### src/rtl/fifo_pkg.sv
// Shared FIFO definitions: default geometry and a width helper for all FIFO variants.
package fifo_pkg;

    localparam int unsigned FIFO_DATA_W = 8;
    localparam int unsigned FIFO_DEPTH  = 16;

    // Ceiling log2, usable in constant expressions; clog2(1) = 0.
    function automatic int unsigned clog2(input int unsigned v);
        int unsigned r;
        r = 0;
        for (int i = 0; i < 32; i++) begin
            if ((64'(1) << i) < 64'(v)) begin
                r = 32'(i + 1);
            end
        end
        return r;
    endfunction

endpackage

### src/rtl/param_fifo_if.sv
// Write/read handshake and status bundle of param_fifo.
interface param_fifo_if
    import fifo_pkg::*;
#(
    parameter int unsigned DATA_W = FIFO_DATA_W,
    parameter int unsigned DEPTH  = FIFO_DEPTH
);
    localparam int unsigned CNT_W = clog2(DEPTH + 1);

    logic              wen;
    logic [DATA_W-1:0] wdata;
    logic              ren;
    logic [DATA_W-1:0] rdata;
    logic              rvalid;
    logic              full;
    logic              empty;
    logic              almost_full;
    logic              almost_empty;
    logic              overflow;
    logic              underflow;
    logic [CNT_W-1:0]  count;

    modport master (
        output wen, wdata, ren,
        input  rdata, rvalid, full, empty, almost_full, almost_empty,
               overflow, underflow, count
    );

    modport slave (
        input  wen, wdata, ren,
        output rdata, rvalid, full, empty, almost_full, almost_empty,
               overflow, underflow, count
    );

endinterface

### src/rtl/fifo_mem.sv
// DEPTH x DATA_W simple dual-port storage: synchronous write, asynchronous read.
module fifo_mem
    import fifo_pkg::*;
#(
    parameter int unsigned DATA_W = FIFO_DATA_W,
    parameter int unsigned DEPTH  = FIFO_DEPTH,
    localparam int unsigned AW    = clog2(DEPTH)
) (
    input  logic              clk,
    input  logic              we,
    input  logic [AW-1:0]     waddr,
    input  logic [DATA_W-1:0] wdata,
    input  logic [AW-1:0]     raddr,
    output logic [DATA_W-1:0] rdata
);

    logic [DATA_W-1:0] mem [DEPTH];

    // No reset on the array; stale contents are hidden by the pointer/flag logic.
    always_ff @(posedge clk) begin
        if (we) begin
            mem[waddr] <= wdata;
        end
    end

    assign rdata = mem[raddr];

endmodule

### src/rtl/param_fifo.sv
// Parameterised synchronous FIFO: pointer/count/flag control with registered or first-word-fall-through read.
module param_fifo
    import fifo_pkg::*;
#(
    parameter int unsigned DATA_W   = FIFO_DATA_W,
    parameter int unsigned DEPTH    = FIFO_DEPTH,
    parameter int unsigned AF_LEVEL = DEPTH - 2,
    parameter int unsigned AE_LEVEL = 2,
    parameter int unsigned FWFT     = 0
) (
    input  logic          clk,
    input  logic          reset,
    param_fifo_if.slave   bus
);

    localparam int unsigned AW    = clog2(DEPTH);
    localparam int unsigned CNT_W = clog2(DEPTH + 1);

    logic [AW-1:0]     wptr;
    logic [AW-1:0]     rptr;
    logic [CNT_W-1:0]  count_q;
    logic [CNT_W-1:0]  count_n_c;
    logic              full_q;
    logic              empty_q;
    logic              af_q;
    logic              ae_q;
    logic              ovf_q;
    logic              udf_q;
    logic              wr_ok_c;
    logic              rd_ok_c;
    logic [DATA_W-1:0] mem_rdata;

    // Acceptance is judged against the registered flags; full+wen+ren keeps only the read.
    always_comb begin
        wr_ok_c   = bus.wen && !full_q;
        rd_ok_c   = bus.ren && !empty_q;
        count_n_c = count_q;
        if (wr_ok_c && !rd_ok_c) begin
            count_n_c = count_q + CNT_W'(1);
        end else if (!wr_ok_c && rd_ok_c) begin
            count_n_c = count_q - CNT_W'(1);
        end
    end

    always_ff @(posedge clk) begin
        if (reset) begin
            wptr    <= '0;
            rptr    <= '0;
            count_q <= '0;
            full_q  <= 1'b0;
            empty_q <= 1'b1;
            af_q    <= (AF_LEVEL == 0);
            ae_q    <= 1'b1;
            ovf_q   <= 1'b0;
            udf_q   <= 1'b0;
        end else begin
            if (wr_ok_c) begin
                wptr <= wptr + AW'(1);
            end
            if (rd_ok_c) begin
                rptr <= rptr + AW'(1);
            end
            count_q <= count_n_c;
            full_q  <= (32'(count_n_c) == DEPTH);
            empty_q <= (count_n_c == '0);
            af_q    <= (32'(count_n_c) >= AF_LEVEL);
            ae_q    <= (32'(count_n_c) <= AE_LEVEL);
            ovf_q   <= bus.wen && full_q;
            udf_q   <= bus.ren && empty_q;
        end
    end

    fifo_mem #(
        .DATA_W (DATA_W),
        .DEPTH  (DEPTH)
    ) u_mem (
        .clk   (clk),
        .we    (wr_ok_c && !reset),
        .waddr (wptr),
        .wdata (bus.wdata),
        .raddr (rptr),
        .rdata (mem_rdata)
    );

    generate
        if (FWFT == 0) begin : g_std
            logic [DATA_W-1:0] rdata_q;
            logic              rvalid_q;

            always_ff @(posedge clk) begin
                if (reset) begin
                    rdata_q  <= '0;
                    rvalid_q <= 1'b0;
                end else begin
                    rvalid_q <= rd_ok_c;
                    if (rd_ok_c) begin
                        rdata_q <= mem_rdata;
                    end
                end
            end

            assign bus.rdata  = rdata_q;
            assign bus.rvalid = rvalid_q;
        end else begin : g_fwft
            // Head word shown directly; masked to zero while empty so stale memory never leaks.
            assign bus.rdata  = empty_q ? '0 : mem_rdata;
            assign bus.rvalid = !empty_q;
        end
    endgenerate

    assign bus.full         = full_q;
    assign bus.empty        = empty_q;
    assign bus.almost_full  = af_q;
    assign bus.almost_empty = ae_q;
    assign bus.overflow     = ovf_q;
    assign bus.underflow    = udf_q;
    assign bus.count        = count_q;

endmodule

### src/flat_wrapper.sv
// flat-port wrapper written by rule: the top's interface ports become plain ports
module param_fifo_flat import fifo_pkg::*;
#(
    parameter int unsigned DATA_W   = FIFO_DATA_W,
    parameter int unsigned DEPTH    = FIFO_DEPTH,
    parameter int unsigned AF_LEVEL = DEPTH - 2,
    parameter int unsigned AE_LEVEL = 2,
    parameter int unsigned FWFT     = 0
)
  (clk, reset, bus_wen, bus_wdata, bus_ren, bus_rdata, bus_rvalid, bus_full, bus_empty, bus_almost_full, bus_almost_empty, bus_overflow, bus_underflow, bus_count);
  param_fifo_if #(.DATA_W(DATA_W), .DEPTH(DEPTH)) bus_i ();
  input  logic clk;
  input  logic reset;
  input wire logic [$bits(bus_i.wen)-1:0] bus_wen;
  input wire logic [$bits(bus_i.wdata)-1:0] bus_wdata;
  input wire logic [$bits(bus_i.ren)-1:0] bus_ren;
  output wire logic [$bits(bus_i.rdata)-1:0] bus_rdata;
  output wire logic [$bits(bus_i.rvalid)-1:0] bus_rvalid;
  output wire logic [$bits(bus_i.full)-1:0] bus_full;
  output wire logic [$bits(bus_i.empty)-1:0] bus_empty;
  output wire logic [$bits(bus_i.almost_full)-1:0] bus_almost_full;
  output wire logic [$bits(bus_i.almost_empty)-1:0] bus_almost_empty;
  output wire logic [$bits(bus_i.overflow)-1:0] bus_overflow;
  output wire logic [$bits(bus_i.underflow)-1:0] bus_underflow;
  output wire logic [$bits(bus_i.count)-1:0] bus_count;
  assign bus_i.wen = bus_wen;
  assign bus_i.wdata = bus_wdata;
  assign bus_i.ren = bus_ren;
  assign bus_rdata = bus_i.rdata;
  assign bus_rvalid = bus_i.rvalid;
  assign bus_full = bus_i.full;
  assign bus_empty = bus_i.empty;
  assign bus_almost_full = bus_i.almost_full;
  assign bus_almost_empty = bus_i.almost_empty;
  assign bus_overflow = bus_i.overflow;
  assign bus_underflow = bus_i.underflow;
  assign bus_count = bus_i.count;
  param_fifo #(.DATA_W(DATA_W), .DEPTH(DEPTH), .AF_LEVEL(AF_LEVEL), .AE_LEVEL(AE_LEVEL), .FWFT(FWFT)) u_core (.clk(clk), .reset(reset), .bus(bus_i));
endmodule
### config.mk
export PLATFORM = sky130hd
export DESIGN_NAME = param_fifo_flat
export DESIGN_NICKNAME = d
export VERILOG_FILES = /design/src/rtl/fifo_pkg.sv /design/src/rtl/param_fifo_if.sv /design/src/rtl/fifo_mem.sv /design/src/rtl/param_fifo.sv /design/src/flat_wrapper.sv
export SDC_FILE = /design/constraint.sdc
export NUM_CORES = 1
export LEC_CHECK = 0
export BUFFER_PORTS_ARGS = -buffer_cell sky130_fd_sc_hd__buf_4
export CAP_MARGIN = 10
export CELL_PAD_IN_SITES_DETAIL_PLACEMENT = 0
export CELL_PAD_IN_SITES_GLOBAL_PLACEMENT = 2
export CORE_ASPECT_RATIO = 0.7
export CORE_UTILIZATION = 41
export CTS_CLUSTER_SIZE = 24
export DETAILED_ROUTE_END_ITERATION = 16
export GPL_ROUTABILITY_DRIVEN = 0
export PLACE_DENSITY = 0.74
export SLEW_MARGIN = 20
export SYNTH_ARGS = -nofsm -noshare
export SYNTH_HDL_FRONTEND = slang
export SYNTH_SLANG_ARGS = --single-unit
### constraint.sdc
create_clock -name clk -period 1.7 [get_ports clk]
set_input_delay 0.085 -clock clk [delete_from_list [all_inputs] [get_ports clk]]
set_output_delay 0.085 -clock clk [all_outputs]
set_load 0.05 [all_outputs]
==> metrics.cfg, run 1 <==
[die]
io_pins = 32
fp.dieW_um = 149.7
die_area_mm2 = 0.01578
dieHeight_um = 105.4
core_mm2 = 0.01481
start_util_pct = 42.26
rows = 37

[timing]
skew_ns = 0.01041
post-route-min-period_ns = 1.741
post-route-period-util_pct = 102.4
drv_slew = 0
setup-violations-final = 6
worst_pin_slew_ns = 0.6178
whs_ns = 0.01385
fmax_mhz = 574.3
layout_setup_ws_ns = -0.04135
slew_headroom_pct = 58.77
hold_violations = 0
rsz0062_at_grt = yes

[global_routing]
grt_pass1_vias = 3425
grt_start_max_net_pins = 29
grt_pass1_wl_mm = 20.62
overflow = 0
grt_util_all_layers_pct = 18.54
antenna_found_initial = 0

[layout]
num_antenna_cells = 0
area_growth_pct = 27.92
nets = 473
finalCoreUtilization_pct = 54.06
layout-drive-gt1-share_pct = 37.47
fillers = 1195
postLayoutCellArea_mm2 = 0.008009

[pwr]
power.leakage_nw = 2.794
peakVddDrop_mv = 0.5675
cellPowerDensity_mw_per_mm2 = 1280
total_power_mw = 10.25

[clocking]
cts_made_buffers = 17
root_buffer = clkbuf_16
clk_pin_slew_ns = 0.06
clock_latency_ns = 0.41
h-tree-depth = 4
clock_path_buffers = 2
clock-sinks = 156
cts_tree = done

[logic_synthesis]
synthTopCellsByArea = edfxtp_1 61%, dfxtp_1 9.0%, mux4_2 6.5%, mux4_1 5.9%, nor2_1 2.6%
syn_area_per_cell_um2 = 17.44
ys_types = 43
synth_warnings = 0
syn-cell-area_mm2 = 0.006261
ys_top_cells_by_count = 128 x edfxtp_1, 44 x nor2_1, 28 x dfxtp_1
synth_top_family_by_area = multiplexers
postSynth.asyncResetShare_pct = 0
synthFlopType = edfxtp_1
netlist_instances = 359
synth_compound_area_share_pct = 5.276
synth_edf_count = 128
yosysMostFrequentCell = edfxtp_1
ys_ff_latch = 156
synth.top_cell.area_share_pct = 61.39
synth_simple_gate_area_share_pct = 6.015
yosysTopAreaCell = edfxtp_1
syn_nets = 378
yosysSeqAreaShare_pct = 70.34
synthAdderAreaFrac_pct = 1.399
synth_mux_area_share_pct = 12.51
synth_xor_area_share_pct = 1.679

[worst_setup_path]
cp.arrival_ns = 2.03
worstSetupPathType = register to register
r2r_cells = 7
path_max_fanout = 8
slowest_delay_ns = 0.52
crit_path_cell_trace = buf_12, buf_12, mux4_2, a22oi_2, a21oi_1, a21oi_1, nor2_1
cp-start-kind = register
crit_slowest_cell = mux4_2
worst-endpoint-required_ns = 1.99
end_kind = register

[status]
status = finished, violations left
violations = setup timing

[routing]
viasPerCell = 5.260
drtIter0Drc = 308
drc = 0
drt-total-wl_mm = 13.63
wl_per_cell_um = 20.58
vias = 3482
dr.pass1.iters = 4
drtAntennaViolNets = 0

[job]
maxCapViolCount = 0

[placement]
hpwl_mm = 9.049
portBuffers = 31
dpl_cell_area_mm2 = 0.007002

[hold_path]
hold_path_class = input pin to register
hold_depth = 1

-- state kept, by name (all words and copies together), names as in the netlist, 4 cells and up --
| register | flops |
|---|---|
| u_core.bus.count | 5 |
| u_core.bus.rdata | 8 |
| u_core.wptr | 4 |
| u_core.rptr | 4 |
| u_core.u_mem.mem | 128 |
-- repair_timing --
action / 4_1_cts / 5_1_grt
pin swaps: 2 / 13
endpoints found under the setup margin: 11 / 40
cloned: 1 / 0
endpoints found under the hold margin: 80 / 1
hold buffers: 8 / 1
setup buffers: 8 / 1
gates resized for setup: 20 / 20
-- layout make-up --
cell class	count	area, um2	share of cell area [%]
inverters	6	22.52	0.2812
flip-flops and latches	156	4419	55.18
clock buffers	18	429.2	5.359
clock inverters	14	242.7	3.031
repair buffers	95	829.5	10.36
well taps	195	244.0	3.046
multi-input cells	178	1822	22.75
-- layer usage --
| layer | track usage, % | vias up | part of all wire, % | wire length, um |
|---|---|---|---|---|
| met5 | 0 | - | 0 | 0 |
| met1 | 29.10 | 1785 | 51 | 7002 |
| li1 | - | 1600 | - | - |
| met3 | 4.848 | 4 | 5.2 | 710 |
| met2 | 24.97 | 93 | 43 | 5857 |
| met4 | 5.339 | 0 | 0.40 | 54 |
-- power by group --
| group | switching, mW | total [mW] | internal [mW] |
|---|---|---|---|
| logic | 0.875 | 1.67 | 0.794 |
| registers | 0.0878 | 4.33 | 4.25 |
| clock network | 1.49 | 4.25 | 2.76 |
-- through the flow --
step,setup TNS [ns],setup WS (ns),std cells
floorplan,0,0.02404,359
global placement,-0.6800,-0.1117,613
detailed placement,-0.6843,-0.1341,613
CTS,-0.3415,-0.05170,662
global route,-0.9559,-0.1321,662
finish,-0.1496,-0.04135,662
-- layout by cell type, fill, tap and decap left out, types with 9 or more instances in the layout --
| cell type | count |
|---|---|
| nand2_1 | 11 |
| a22oi_2 | 10 |
| edfxtp_1 | 128 |
| dlygate4sd3_1 | 9 |
| buf_4 | 75 |
| mux4_1 | 10 |
| dfxtp_1 | 22 |
| clkbuf_16 | 17 |
| mux4_2 | 22 |
| nor2_1 | 42 |
| a21oi_1 | 20 |
-- logic make-up after synthesis --
logic type / count (synthesis)
adders and majority gates: 7
DFF: 156
AOI/OAI and AO/OA: 47
and+or+nand+nor: 79
xor gates and xnor gates: 12
buffers and inverters: 25
muxes: 33
-- final timing paths --
path | slack, ns | from | endpoint
min | 0.01 | bus_wdata[2] | u_core.u_mem.mem[4][2]
max reg2reg | -0.04 | u_core.rptr[0] | u_core.bus.rdata[4]
min reg2reg | 0.50 | u_core.bus.rdata[2] | u_core.bus.rdata[2]
max | -0.04 | u_core.rptr[0] | u_core.bus.rdata[4]
-- critical path: cells and delay by family, from the launching register on --
family	cells	cell delay, ns
muxes	1	0.52
DFF	1	0.40
AOI/OAI and AO/OA	3	0.39
buffers and inverters	2	0.27
and+or+nand+nor	1	0.05
(Power assumes the default switching activity.)
==> run 2: changes to the inputs <==
--- a/config.mk
+++ b/config.mk
@@ -9,12 +9,12 @@
 export CAP_MARGIN = 10
 export CELL_PAD_IN_SITES_DETAIL_PLACEMENT = 0
 export CELL_PAD_IN_SITES_GLOBAL_PLACEMENT = 2
-export CORE_ASPECT_RATIO = 0.7
 export CORE_UTILIZATION = 41
 export CTS_CLUSTER_SIZE = 24
 export DETAILED_ROUTE_END_ITERATION = 16
 export GPL_ROUTABILITY_DRIVEN = 0
 export PLACE_DENSITY = 0.74
+export RECOVER_POWER = 100
 export SLEW_MARGIN = 20
 export SYNTH_ARGS = -nofsm -noshare
 export SYNTH_HDL_FRONTEND = slang
==> run 2 against run 1 <==
Compared with the run above:
- critical path depth up 1
- via count is 3.4% lower
- cell count shrank 3.8%
- sequential share of layout area is 2.0 points higher
- combinational power is 14% lower
- total power shrank 5.1%
- cell area down 3.5%
- the flow finishes with violations (DRC, setup timing)
- largest cell class unchanged
- largest power group unchanged
- global-route usage is 0.69 points lower
- clock skew increased by 0.0017 ns
==> metrics.cfg, run 2 (synthesis gave the netlist of run 1 again) <==
[die]
core_mm2 = 0.01470  ; -0.78%
dieHeight_um = 125.6  ; +19%
rows = 44  ; +19%
fp.dieW_um = 125.6  ; -16%
io_pins = 32  ; unchanged
die_area_mm2 = 0.01577  ; about the same
start_util_pct = 42.59  ; +0.33 points

[routing]
vias = 3363  ; -3.4%
drt-total-wl_mm = 12.64  ; -7.3%
dr.pass1.iters = 10  ; +6
drtIter0Drc = 212  ; -31%
viasPerCell = 5.279  ; +0.37%
drc = 3  ; +3
drtAntennaViolNets = 0  ; unchanged
wl_per_cell_um = 19.84  ; -3.6%

[timing]
setup-violations-final = 5  ; -1
post-route-min-period_ns = 1.751  ; +0.009974 ns
post-route-period-util_pct = 103.0  ; +0.59 points
rsz0062_at_grt = yes
fmax_mhz = 571.0  ; -0.57%
worst_pin_slew_ns = 0.6514  ; +0.03354 ns
hold_violations = 0  ; unchanged
fin_tns_setup_ns = -0.1385  ; +0.01114 ns
skew_ns = 0.01214  ; +0.001733 ns
drv_slew = 0  ; unchanged
layout_setup_ws_ns = -0.05132  ; -0.009974 ns
slew_headroom_pct = 56.58  ; -2.2 points

[worst_setup_path]
cpLargestDelayFamily = multiplexers
critPathBufInv = 3  ; +1
worstSetupPathType = register to register
cp-start-kind = register
slowest_delay_ns = 0.49  ; -0.03 ns
crit_path_cell_trace = buf_12, buf_12, buf_6, mux4_2, a22oi_2, a21oi_1, a21oi_1, nor2_1
end_kind = register
worst-endpoint-required_ns = 2.00  ; about the same
path_max_fanout = 5  ; -3
cp.arrival_ns = 2.05  ; +0.02 ns
crit_slowest_cell = mux4_2

[clocking]
root_buffer = clkbuf_16
cts_made_buffers = 17  ; unchanged
clock-sinks = 156  ; unchanged
clock_path_buffers = 2  ; unchanged
clk_pin_slew_ns = 0.06  ; about the same
clock_latency_ns = 0.42  ; about the same
h-tree-depth = 4  ; unchanged
cts_tree = done

[layout]
largest-register = u_core.u_mem.mem
final_cell_mix = 128 x edfxtp_1, 54 x buf_4, 44 x nor2_1
nets = 459  ; -3.0%
final_common_cell = edfxtp_1
fillers = 1196  ; +0.084%
num_antenna_cells = 0  ; unchanged
largest_register_ffs = 128  ; unchanged
area_growth_pct = 23.50
layout-drive-gt1-share_pct = 34.44  ; -3.0 points

[global_routing]
grt_start_max_net_pins = 36  ; +24%
grt_pass1_wl_mm = 20.29  ; -1.6%
grt_pass1_vias = 3521  ; +2.8%
antenna_found_initial = 0  ; unchanged
overflow = 0  ; unchanged
grt_util_all_layers_pct = 17.85  ; -0.69 points

[pwr]
sequentialPowerShare_pct = 44.6  ; +2.3 points
power.share.clock_pct = 40.6  ; -0.8 points
combPwrFrac_pct = 14.8  ; -1.5 points
p_int_mw = 7.274  ; -6.8%
p_sw_mw = 2.456  ; +0.26%
power.leakage_nw = 2.623  ; -6.1%
switching_share_pct = 25.24  ; +1.3 points
peakVddDrop_mv = 1.007  ; +77%
cellPowerDensity_mw_per_mm2 = 1258  ; -1.7%

[placement]
hpwl_mm = 8.069  ; -11%
pre_cts_slack_ns = -0.2689  ; -0.1348 ns
portBuffers = 31  ; unchanged

[hold_path]
hold_path_class = input pin to register

[status]
violations = DRC, setup timing
status = finished, violations left

[job]
maxCapViolCount = 0  ; unchanged

-- run 2: cell count changes in the layout (fill, tap and decap cells not counted), moves of 7 or more --
cell      delta
buf_4       -21
clkbuf_1     +7
mux4_2       +7
mux4_1       -7
-- run 2: area by class of cell --
cell class,count,area [um2],share of cell area [%]
flip-flops and latches,156,4419,57.15
inverters,6,22.52,0.2913
repair buffers,81,683.2,8.835
clock inverters,15,205.2,2.654
well taps,184,230.2,2.977
clock buffers,17,425.4,5.502
multi-input cells,178,1747,22.59
-- run 2: tightest hold or removal path: stages --
cell and delay [ns]:
dlygate4sd3_1 0.52, buf_4 0.15, nor2_1 0.05
-- run 2: stage by stage --
| stage | hold slack, ns | instances | cell area, um2 | util [%] | power [mW] |
|---|---|---|---|---|---|
| 2_1_floorplan | 0.1839 | 359 | 6272 | - | 5.322 |
| 3_3_place_gp | 0.3199 | 589 | 6865 | 46.71 | 5.704 |
| 3_5_place_dp | 0.3363 | 589 | 6865 | 46.71 | 5.715 |
| 4_1_cts | 0.4326 | 637 | 7714 | 52.48 | 9.822 |
| 5_1_grt | 0.4602 | 637 | 7732 | 52.60 | 10.10 |
| 6_report | 0.4448 | 637 | 7732 | 52.60 | 9.730 |
-- run 2: timing repair --
item / in CTS / in global routing
hold buffers: 11 / 0
gates cloned: 1 / 0
resized for setup: 24 / 17
pin swaps: 10 / 8
hold endpoints to repair: 131 / 0
buffers inserted: 4 / 1
setup endpoints to repair: 10 / 11
-- run 2: path summary, 6_finish.rpt --
| path | start | to | slack, ns | cells past startpoint |
|---|---|---|---|---|
| worst max-delay path | u_core.rptr[0] | u_core.bus.rdata[3] | -0.05 | 8 |
| worst min-delay path | reset | u_core.wptr[2] | 0.44 | 3 |
| worst max register to register | u_core.rptr[0] | u_core.bus.rdata[3] | -0.05 | 8 |
| worst min register to register | u_core.bus.rdata[7] | u_core.bus.rdata[7] | 0.50 | 2 |
-- run 2: routing by layer --
metal,up-vias,wire (um),global-route usage [%]
li1,1564,-,-
met1,1718,5197,23.23
met2,75,6737,29.28
met3,6,611,5.178
met4,0,91,4.806
met5,-,0,0
-- run 2: power groups by stage --
stage | Clock [mW] | Sequential (mW) | Combinational [mW]
after floorplan | 0 | 4.62 | 0.700
after global placement | 0 | 4.41 | 1.29
after detailed placement | 0 | 4.42 | 1.30
after CTS | 4.03 | 4.34 | 1.45
after global routing | 4.20 | 4.36 | 1.55
final | 3.95 | 4.34 | 1.44
==> run 3: changes to the inputs <==
--- a/config.mk
+++ b/config.mk
@@ -14,7 +14,6 @@
 export DETAILED_ROUTE_END_ITERATION = 16
 export GPL_ROUTABILITY_DRIVEN = 0
 export PLACE_DENSITY = 0.74
-export RECOVER_POWER = 100
 export SLEW_MARGIN = 20
 export SYNTH_ARGS = -nofsm -noshare
 export SYNTH_HDL_FRONTEND = slang
==> run 3 against run 2 <==
Compared with the run above:
- die area is the same
- critical path depth is the same
- largest cell class unchanged
- clock skew is essentially flat
- sequential share of layout area shrank 0.22 points
- register-to-register slack is essentially flat
- non-clock buffer count is the same
- routed wire length grew 0.83%
- critical path type unchanged
- worst setup slack is essentially flat
- sequential cell count is the same
- the run still ends with DRC, setup timing left
==> metrics.cfg, run 3 (synthesis gave the netlist of run 1 again) <==
[routing]
drtAntennaViolNets = 0  ; unchanged
wl_per_cell_um = 20.00  ; +0.83%
vias = 3410  ; +1.4%
drt-total-wl_mm = 12.74  ; +0.83%
viasPerCell = 5.353  ; +1.4%
drtIter0Drc = 216  ; +1.9%
dr.pass1.iters = 10  ; unchanged
drc = 3  ; unchanged

[timing]
fmax_mhz = 571.1  ; about the same
post-route-period-util_pct = 103.0  ; about the same
worst_pin_slew_ns = 0.6133  ; -0.03807 ns
layout_setup_ws_ns = -0.05109  ; +0.0002349 ns
fin_tns_setup_ns = -0.1594  ; -0.02096 ns
drv_slew = 0  ; unchanged
setup-violations-final = 6  ; +1
rsz0062_at_grt = yes
skew_ns = 0.01191  ; -0.0002287 ns
slew_headroom_pct = 58.93  ; +2.4 points
post-route-min-period_ns = 1.751  ; -0.0002349 ns
hold_violations = 0  ; unchanged

[worst_setup_path]
worstSetupPathType = register to register
r2r_start = u_core.rptr[0]
crit_path_cell_trace = buf_12, buf_12, buf_6, mux4_2, a22oi_2, a21oi_1, a21oi_1, nor2_1
end_kind = register
r2r_cells = 8  ; unchanged
cp-start-kind = register
critPathBufInv = 3  ; unchanged
r2r_slack_ns = -0.05  ; about the same
cpLargestDelayFamily = multiplexers
crit_slowest_cell = mux4_2
worst-endpoint-required_ns = 2.00  ; about the same
cp.arrival_ns = 2.06  ; about the same
path_max_fanout = 5  ; unchanged
slowest_delay_ns = 0.49  ; about the same
r2r_end = u_core.bus.rdata[3]

[global_routing]
grt_pass1_wl_mm = 20.29  ; unchanged
overflow = 0  ; unchanged
grt_util_all_layers_pct = 17.85  ; unchanged
grtUsageMet3_pct = 5.178  ; unchanged
antenna_found_initial = 0  ; unchanged
grt-busiest-layer = met2
met1_usage_pct = 23.23  ; unchanged
grt_pass1_vias = 3521  ; unchanged
met2_usage_pct = 29.28  ; unchanged
grt_start_max_net_pins = 36  ; unchanged

[layout]
nets = 459  ; unchanged
fillers = 1193  ; -0.25%
final_cell_mix = 128 x edfxtp_1, 62 x buf_4, 44 x nor2_1
num_antenna_cells = 0  ; unchanged
layout-drive-gt1-share_pct = 36.20  ; +1.8 points
area_growth_pct = 23.98
final_common_cell = edfxtp_1
largest-register = u_core.u_mem.mem
largest_register_ffs = 128  ; unchanged

[clocking]
cts_made_buffers = 17  ; unchanged
clk_pin_slew_ns = 0.06  ; about the same
h-tree-depth = 4  ; unchanged
clock_path_buffers = 2  ; unchanged
clock_latency_ns = 0.43  ; about the same
cts_tree = done
clock-sinks = 156  ; unchanged
root_buffer = clkbuf_16

[hold_path]
min_from = reset
hold_path_class = input pin to register
holdPathEnd = u_core.wptr[2]
hold_depth = 3  ; unchanged

[pwr]
total_power_mw = 9.742  ; +0.12%
p_int_mw = 7.281  ; about the same
switching_share_pct = 25.26  ; about the same
cellPowerDensity_mw_per_mm2 = 1255  ; -0.26%
combPwrFrac_pct = 14.9  ; about the same
p_sw_mw = 2.461  ; +0.20%
sequentialPowerShare_pct = 44.6  ; about the same
peakVddDrop_mv = 1.008  ; +0.15%
power.leakage_nw = 2.652  ; +1.1%
power.share.clock_pct = 40.5  ; about the same

[placement]
pre_cts_slack_ns = -0.2689  ; unchanged
hpwl_mm = 8.069  ; unchanged
portBuffers = 31  ; unchanged

[die]
io_pins = 32  ; unchanged
start_util_pct = 42.59  ; unchanged
core_mm2 = 0.01470  ; unchanged
fp.dieW_um = 125.6  ; unchanged
die_area_mm2 = 0.01577  ; unchanged
dieHeight_um = 125.6  ; unchanged
rows = 44  ; unchanged

[status]
status = finished, violations left
violations = DRC, setup timing

[job]
maxCapViolCount = 0  ; unchanged

[run 3: cell types whose count changed in the layout (fill, tap and decap cells not counted)]
cell	before	now
clkbuf_1	8	0
buf_4	54	62
[run 3: timing repair]
action                                  4_1_cts  5_1_grt
endpoints found under the setup margin       10       11
gates resized for setup                      24       17
setup buffers                                 4        1
cloned                                        1        0
pin swaps                                    10        8
endpoints found under the hold margin       131        0
hold buffers                                 11        0
[run 3: how the worst max path moves through the flow]
stage | startpoint | end | cells after the start | slack (ns)
floorplan | u_core.rptr[0] | u_core.bus.rdata[3] | 7 | 0.02
global placement | u_core.rptr[0] | u_core.bus.rdata[7] | 7 | -0.28
detailed placement | u_core.rptr[0] | u_core.bus.rdata[7] | 7 | -0.27
CTS | u_core.rptr[0] | u_core.bus.rdata[2] | 6 | -0.06
global route | u_core.rptr[0] | u_core.bus.rdata[3] | 8 | -0.13
finish | u_core.rptr[0] | u_core.bus.rdata[3] | 8 | -0.05
[run 3: power by group through the flow]
stage | combinational [mW] | sequential (mW) | clock, mW
2_1_floorplan | 0.700 | 4.62 | 0
3_3_place_gp | 1.29 | 4.41 | 0
3_5_place_dp | 1.30 | 4.42 | 0
4_1_cts | 1.45 | 4.34 | 4.03
5_1_grt | 1.56 | 4.36 | 4.20
6_report | 1.45 | 4.34 | 3.95
[run 3: stage by stage]
step | cell area (um2) | hold slack (ns) | std cells | util (%)
floorplan | 6272 | 0.1839 | 359 | -
global placement | 6865 | 0.3199 | 589 | 46.71
detailed placement | 6865 | 0.3363 | 589 | 46.71
CTS | 7714 | 0.4326 | 637 | 52.48
global route | 7762 | 0.4602 | 637 | 52.81
finish | 7762 | 0.4442 | 637 | 52.81
[run 3: layout make-up]
| class | instances | area [um2] | share of cell area, % |
|---|---|---|---|
| Clock inverter | 15 | 205.2 | 2.643 |
| Tap cell | 184 | 230.2 | 2.966 |
| Timing Repair Buffer | 81 | 713.2 | 9.188 |
| Multi-Input combinational cell | 178 | 1747 | 22.50 |
| Sequential cell | 156 | 4419 | 56.93 |
| Inverter | 6 | 22.52 | 0.2901 |
| Clock buffer | 17 | 425.4 | 5.480 |
[run 3: metal layers]
metal  share of wire (%)  wire length, um
met5                   0                0
met4                0.63               80
met3                 4.7              599
met2                  52             6589
met1                  43             5472
[run 3: worst register-to-register path, delay by kind of cell (launching register included)]
| family | cells | cell delay (ns) |
|---|---|---|
| AOI/OAI and AO/OA | 3 | 0.36 |
| buffers and inverters | 3 | 0.35 |
| DFF | 1 | 0.40 |
| muxes | 1 | 0.49 |
| and+or+nand+nor | 1 | 0.05 |
